File: src/rtl/operand_fifo16_if.sv
// Handshake bundle between the operand producer, operand_fifo16 and the OR stage.
// The slave modport is the FIFO's view; the master modport is the producer/consumer view.
interface operand_fifo16_if #(
   parameter int DEPTH = 4,
   parameter int WIDTH = 16
);
   localparam int CW = $clog2(DEPTH) + 1;

   logic             flush;
   logic             in_valid;
   logic             in_ready;
   logic [WIDTH-1:0] in_a;
   logic [WIDTH-1:0] in_b;
   logic             out_valid;
   logic             out_ready;
   logic [WIDTH-1:0] out_a;
   logic [WIDTH-1:0] out_b;
   logic [CW-1:0]    count;

   modport slave (
      input  flush, in_valid, in_a, in_b, out_ready,
      output in_ready, out_valid, out_a, out_b, count
   );

   modport master (
      output flush, in_valid, in_a, in_b, out_ready,
      input  in_ready, out_valid, out_a, out_b, count
   );
endinterface

File: src/rtl/operand_fifo16.sv
// Four-entry operand-pair FIFO feeding the bitwise OR stage.
// Ready/valid come only from the registered count, so there is no comb path from in_valid/out_ready.
module operand_fifo16 #(
   parameter int DEPTH = 4,
   parameter int WIDTH = 16
) (
   input  logic              clk,
   input  logic              reset_n,
   operand_fifo16_if.slave   bus
);
   localparam int AW = $clog2(DEPTH);
   localparam int CW = AW + 1;
   localparam logic [CW-1:0] FULL_CNT = CW'(DEPTH);

   logic [2*WIDTH-1:0] mem_q [DEPTH];
   logic [2*WIDTH-1:0] mem_d [DEPTH];
   logic [AW-1:0]      wr_ptr_q, wr_ptr_d;
   logic [AW-1:0]      rd_ptr_q, rd_ptr_d;
   logic [CW-1:0]      count_q, count_d;

   logic in_ready;
   logic out_valid;
   logic push;
   logic pop;

   assign in_ready  = (count_q != FULL_CNT);
   assign out_valid = (count_q != '0);
   assign push      = bus.in_valid & in_ready;
   assign pop       = out_valid & bus.out_ready;

   assign bus.in_ready  = in_ready;
   assign bus.out_valid = out_valid;
   assign bus.out_a     = mem_q[rd_ptr_q][2*WIDTH-1:WIDTH];
   assign bus.out_b     = mem_q[rd_ptr_q][WIDTH-1:0];
   assign bus.count     = count_q;

   always_comb begin
      mem_d    = mem_q;
      wr_ptr_d = wr_ptr_q;
      rd_ptr_d = rd_ptr_q;
      count_d  = count_q;

      if (bus.flush) begin
         // Storage is left as-is; only the bookkeeping is cleared.
         wr_ptr_d = '0;
         rd_ptr_d = '0;
         count_d  = '0;
      end else begin
         if (push) begin
            mem_d[wr_ptr_q] = {bus.in_a, bus.in_b};
            wr_ptr_d        = wr_ptr_q + AW'(1);
         end
         if (pop) begin
            rd_ptr_d = rd_ptr_q + AW'(1);
         end
         if (push && !pop) begin
            count_d = count_q + CW'(1);
         end else if (pop && !push) begin
            count_d = count_q - CW'(1);
         end
      end
   end

   always_ff @(posedge clk or negedge reset_n) begin
      if (!reset_n) begin
         for (int i = 0; i < DEPTH; i++) begin
            mem_q[i] <= '0;
         end
         wr_ptr_q <= '0;
         rd_ptr_q <= '0;
         count_q  <= '0;
      end else begin
         mem_q    <= mem_d;
         wr_ptr_q <= wr_ptr_d;
         rd_ptr_q <= rd_ptr_d;
         count_q  <= count_d;
      end
   end
endmodule

File: src/flat_wrapper.sv
// flat-port wrapper written by rule: the top's interface ports become plain ports
module operand_fifo16_flat 
#(
   parameter int DEPTH = 4,
   parameter int WIDTH = 16
)
  (clk, reset_n, bus_flush, bus_in_valid, bus_in_a, bus_in_b, bus_out_ready, bus_in_ready, bus_out_valid, bus_out_a, bus_out_b, bus_count);
  operand_fifo16_if #(.DEPTH(DEPTH), .WIDTH(WIDTH)) bus_i ();
  input  logic clk;
  input  logic reset_n;
  input wire logic [$bits(bus_i.flush)-1:0] bus_flush;
  input wire logic [$bits(bus_i.in_valid)-1:0] bus_in_valid;
  input wire logic [$bits(bus_i.in_a)-1:0] bus_in_a;
  input wire logic [$bits(bus_i.in_b)-1:0] bus_in_b;
  input wire logic [$bits(bus_i.out_ready)-1:0] bus_out_ready;
  output wire logic [$bits(bus_i.in_ready)-1:0] bus_in_ready;
  output wire logic [$bits(bus_i.out_valid)-1:0] bus_out_valid;
  output wire logic [$bits(bus_i.out_a)-1:0] bus_out_a;
  output wire logic [$bits(bus_i.out_b)-1:0] bus_out_b;
  output wire logic [$bits(bus_i.count)-1:0] bus_count;
  assign bus_i.flush = bus_flush;
  assign bus_i.in_valid = bus_in_valid;
  assign bus_i.in_a = bus_in_a;
  assign bus_i.in_b = bus_in_b;
  assign bus_i.out_ready = bus_out_ready;
  assign bus_in_ready = bus_i.in_ready;
  assign bus_out_valid = bus_i.out_valid;
  assign bus_out_a = bus_i.out_a;
  assign bus_out_b = bus_i.out_b;
  assign bus_count = bus_i.count;
  operand_fifo16 #(.DEPTH(DEPTH), .WIDTH(WIDTH)) u_core (.clk(clk), .reset_n(reset_n), .bus(bus_i));
endmodule
File: config.mk
export PLATFORM = sky130hd
export DESIGN_NAME = operand_fifo16_flat
export DESIGN_NICKNAME = d
export VERILOG_FILES = /design/src/rtl/operand_fifo16_if.sv /design/src/rtl/operand_fifo16.sv /design/src/flat_wrapper.sv
export SDC_FILE = /design/constraint.sdc
export NUM_CORES = 1
export LEC_CHECK = 0
export CORE_ASPECT_RATIO = 0.75
export CORE_UTILIZATION = 35
export DETAILED_ROUTE_END_ITERATION = 7
export PLACE_DENSITY = 0.63
export SYNTH_ARGS = -nofsm -noshare
export SYNTH_HDL_FRONTEND = slang
export SYNTH_SLANG_ARGS = --single-unit
export TNS_END_PERCENT = 5
File: constraint.sdc
create_clock -name clk -period 4.5 [get_ports clk]
set_input_delay 1.35 -clock clk [delete_from_list [all_inputs] [get_ports clk]]
set_output_delay 1.35 -clock clk [all_outputs]
set_load 0.02 [all_outputs]
# Yosys cells after proc, flatten, opt, wreduce, memory -nomap -nowiden
# Index checks and enable logic that the tools add are counted.
# word_totals
register_bits,135
output_inout_bits,37
word_cells,43
# classes
add_sub_neg,4
n_lt_le_gt_ge,3
n_eq_ne,1
muxes,13
bitwise,5
reduce_logical,10
# ops
op,n
128-bit bitwise mux,1
32-bit 2-to-1 mux,3
32-bit binary-select mux with 2-bit select,1
32-bit demux with 2-bit select,1
3-bit 2-to-1 mux,3
2-bit 2-to-1 mux,4
"3-bit >= comparator, second input constant",2
2-bit inverter with 3-bit output,2
3-bit nonzero test,2
"2-bit by 1-bit adder with 2-bit output, second input constant",2
2-bit nonzero test,2
"3-bit by 1-bit adder with 3-bit output, second input constant",1
1-bit logical AND,3
"3-bit by 1-bit less-than comparator with 1-bit output, second input constant",1
"3-bit inequality test, second input constant",1
"3-bit by 1-bit subtractor with 3-bit output, second input constant",1
1-bit bitwise AND,2
1-bit zero test,2
2-bit AND reduction,1
1-bit inverter,1

# Longest topological paths before layout
# logic_depth
ltp_word,7
mapped_depth,8

# Worst setup path before layout
# Ideal clock, no wire load.
# synth_path
kind,register to output
from,register u_core.rd_ptr_q[0]
to,output bus_out_a[0]
arrival_time_ns,1.552
t_required_ns,3.150
setup_slack_ns,1.598
stages_incl_launch_ff,4
cell_sequence,dfrtp_1 clkbuf_1 buf_2 mux4_2
# synth_via
elab_chain_len,4
# synth_rtl
element,line_no,text
"start, declared",operand_fifo16.sv:18,"logic [AW-1:0] rd_ptr_q, rd_ptr_d;"
"start signal, assigned",operand_fifo16.sv:75,rd_ptr_q <= rd_ptr_d;
2-bit inverter with 3-bit output (not written as such),operand_fifo16.sv:33,assign bus.out_a = mem_q[rd_ptr_q][2*WIDTH-1:WIDTH];
32-bit binary-select mux with 2-bit select,operand_fifo16.sv:33,
32-bit 2-to-1 mux (2 in a row),-,
"end, declared",flat_wrapper.sv:18,output wire logic [$bits(bus_i.out_a)-1:0] bus_out_a;
# No other way between the ends. The select of a mux whose other input is x is not followed.

# Worst setup path after layout
# layout_path
from,register u_core.rd_ptr_q[0]
to,output bus_out_b[0]
# layout_via
elab_chain_len,4
# layout_rtl
element,line_no,text
2-bit inverter with 3-bit output (not written as such),operand_fifo16.sv:34,assign bus.out_b = mem_q[rd_ptr_q][WIDTH-1:0];
32-bit binary-select mux with 2-bit select,operand_fifo16.sv:34,
32-bit 2-to-1 mux (not written as such) (2 in a row),operand_fifo16.sv:34,
"end, declared",flat_wrapper.sv:19,output wire logic [$bits(bus_i.out_b)-1:0] bus_out_b;
# No other way between the ends. The select of a mux whose other input is x is not followed.

==> impl_metrics.csv <==
group,metric,value,unit
synth,ys_seq_area_frac,0.548,
floorplan,die_x,155,um
synth,synthCells,365,
critical_path,critPathLaunch,"u_core.rd_ptr_q[0]",
global_routing,gr-total-overflow,0,
placement,port_buffers,73,
final_layout,final_cell_mix,"dfrtp_1 (133), mux2_2 (108), clkdlybuf4s50_1 (72)",
clocking,cts_hold_buffers,0,
placement,routabilityCongestion,0.729,
final_layout,fillers,1523,
synth,ys_ff_latch,135,
placement,hpwl,7640,um
clocking,cts_sinks,135,
sta,fin_tns_setup,0,ns
clocking,cts_buffer_depth,2,
sta,rsz0062_at_grt,"false",
route,routed_wl,12300,um
clocking,postCtsSetupBuffers,0,
clocking,cts_buffers,17,
global_routing,grt_max_degree,113,
synth,yosysWarnings,0,
sta,clock-skew-final,0.00820,ns
critical_path,reg2reg_to,"u_core.bus.count[2]",
synth,synth_edf_count,0,
placement,placed_area,6960,um^2
power_and_ir_drop,p_leak,0.00326,uW
critical_path,reg2regPathDepth,8,
final_layout,final_cells,687,
clocking,clockRootBuffer,"clkbuf_16",
power_and_ir_drop,power_density,751,nW/um^2
floorplan,die_h,117,um
route,route.detailed.vias_per_inst,4.87,
sta,setup_viol,0,
route,wl_per_cell,17.9,um
route,drt_first_pass_iters,4,
global_routing,antenna_found_initial,0,
hold_path,hold_depth,1,
sta,max_clock_freq,0.256,GHz
run,maxCapViolations,0,
power_and_ir_drop,irDropWorstVdd,0.307,mV
sta,tightestPinTransition,1.02,ns
placement,placed_cells,656,
floorplan,start_util,0.362,
critical_path,critPathRequiredTime,3.15,ns
synth,async_reset_ff_frac,1.00,
final_layout,fin_area,7540,um^2
synth,synth_ff_type,"dfrtp_1",
clocking,ctsResizeCount,0,
final_layout,drive_gt1_frac,0.410,
clocking,cts_tree,"yes",
final_layout,syn_to_final_growth,22.2,%
sta,layout_worst_path_cycle_share,0.869,
sta,min_period,3.91,ns
critical_path,worst-path-max-fanout,17,
critical_path,arrival,2.56,ns
critical_path,r2r_start,"u_core.bus.count[2]",
sta,timing.hold.ws,0.486,ns
final_layout,finalNetCount,481,
run_status,status,"finished clean",
floorplan,io_pins,74,
global_routing,track_usage,0.150,
sta,relSlewSlack,0.323,
floorplan,fp-row-count,41,
critical_path,cp-start-kind,"register",
synth,ys_types,30,
route,drtAntennaViolNets,0,
synth,avgSynthCellArea,16.9,um^2
critical_path,r2r_slack,2.25,ns
final_layout,antenna_cells,0,
clocking,clk_pin_slew_worst_paths,0.06,ns
critical_path,crit_end,"bus_out_b[0]",
critical_path,setup.worst_path.class,"register to output port",
hold_path,hold_class,"register to register",
floorplan,dieArea,18200,um^2
synth,synth.cell_area,6170,um^2
final_layout,layout_commonest_cell,"dfrtp_1",
route,vias,3344,
route,drt_iter0_drc,111,
global_routing,grt_pass1_vias,3630,
clocking,h-tree-depth,4,
synth,synth_fp_nets,407,
sta,final-max-slew-violation-count,0,
clocking,clock_latency,0.41,ns
global_routing,grt_pass1_wl,20100,um
critical_path,endpoint_kind,"output port",
floorplan,core_area,17000,um^2
sta,finalHoldViolations,0,
route,drc,0,
-- routing by layer --
metal	GRT usage	vias up	wire length (um)
met4	0.0451	0	125
met1	0.197	1769	5690
met5	0	-	0
met2	0.244	63	6020
li1	-	1498	-
met3	0.0409	14	496
-- cells in the mapped netlist, drive strengths merged, types with 2 or more instances --
master  count  area (um^2)
ha          4         50.1
nor2b       2         12.5
or3b        2         20.0
nand2       9         63.8
inv         4         15.0
xor2        3         26.3
clkbuf      6         22.5
nand3       2         10.0
dfrtp     135         3380
a21oi       2         10.0
mux4       32          721
nor2        8         30.0
xnor2       2         17.5
mux2      128         1440
buf        16          259
-- metrics by stage --
stage               worst slack [ns]  total power (uW)   util
CTS                            0.510              5750  0.443
floorplan                       1.60              3510      -
global placement               0.972              4280  0.409
finish                         0.591              5660  0.443
detailed placement             0.961              4370  0.409
global route                   0.422              5990  0.443
-- report_power, final --
part	switching [uW]	total, uW	internal (uW)
clock	501	1340	839
sequential	353	2130	1770
combinational	887	2190	1310
total	1740	5660	3920
-- cell families (layout without fill, tap and decap cells) --
| logic type | Yosys count | in the layout | synth area share |
|---|---|---|---|
| simple gates | 26 | 26 | 0.0262 |
| buf+inv | 26 | 112 | 0.0481 |
| xor+xnor | 5 | 5 | 0.00710 |
| fa+ha+maj | 5 | 5 | 0.0114 |
| compound gates | 7 | 7 | 0.00730 |
| mux | 161 | 161 | 0.352 |
| flops | 135 | 135 | 0.548 |
-- worst min-delay path by stage --
stage | to | from | slack (ns)
after floorplan | u_core.mem_q[32] | u_core.mem_q[32] | 0.46
after global placement | u_core.mem_q[63] | u_core.mem_q[63] | 0.47
after detailed placement | u_core.mem_q[1] | u_core.mem_q[1] | 0.48
after CTS | u_core.mem_q[1] | u_core.mem_q[1] | 0.49
after global routing | u_core.mem_q[4] | u_core.mem_q[4] | 0.50
final | u_core.mem_q[1] | u_core.mem_q[1] | 0.49
-- critical path: stages, from the launching register on --
cell             delay [ns]
dfrtp_2                0.78
buf_4                  0.30
mux4_2                 0.51
clkdlybuf4s50_1        0.56
-- flip-flops by register name, indices dropped and copies added (netlist names) --
register and flops:
u_core.bus.count 3, u_core.wr_ptr_q 2, u_core.mem_q 128, u_core.rd_ptr_q 2
-- final cells by class --
cell class                      count  area [um^2]  area share
Sequential cell                   135         3380       0.448
Timing Repair Buffer               77          774       0.103
Clock inverter                     12          128      0.0169
Multi-Input combinational cell    204         2490       0.331
Clock buffer                       19          453      0.0601
Tap cell                          236          295      0.0392
Inverter                            4         15.0     0.00199
(Power assumes the default switching activity.)
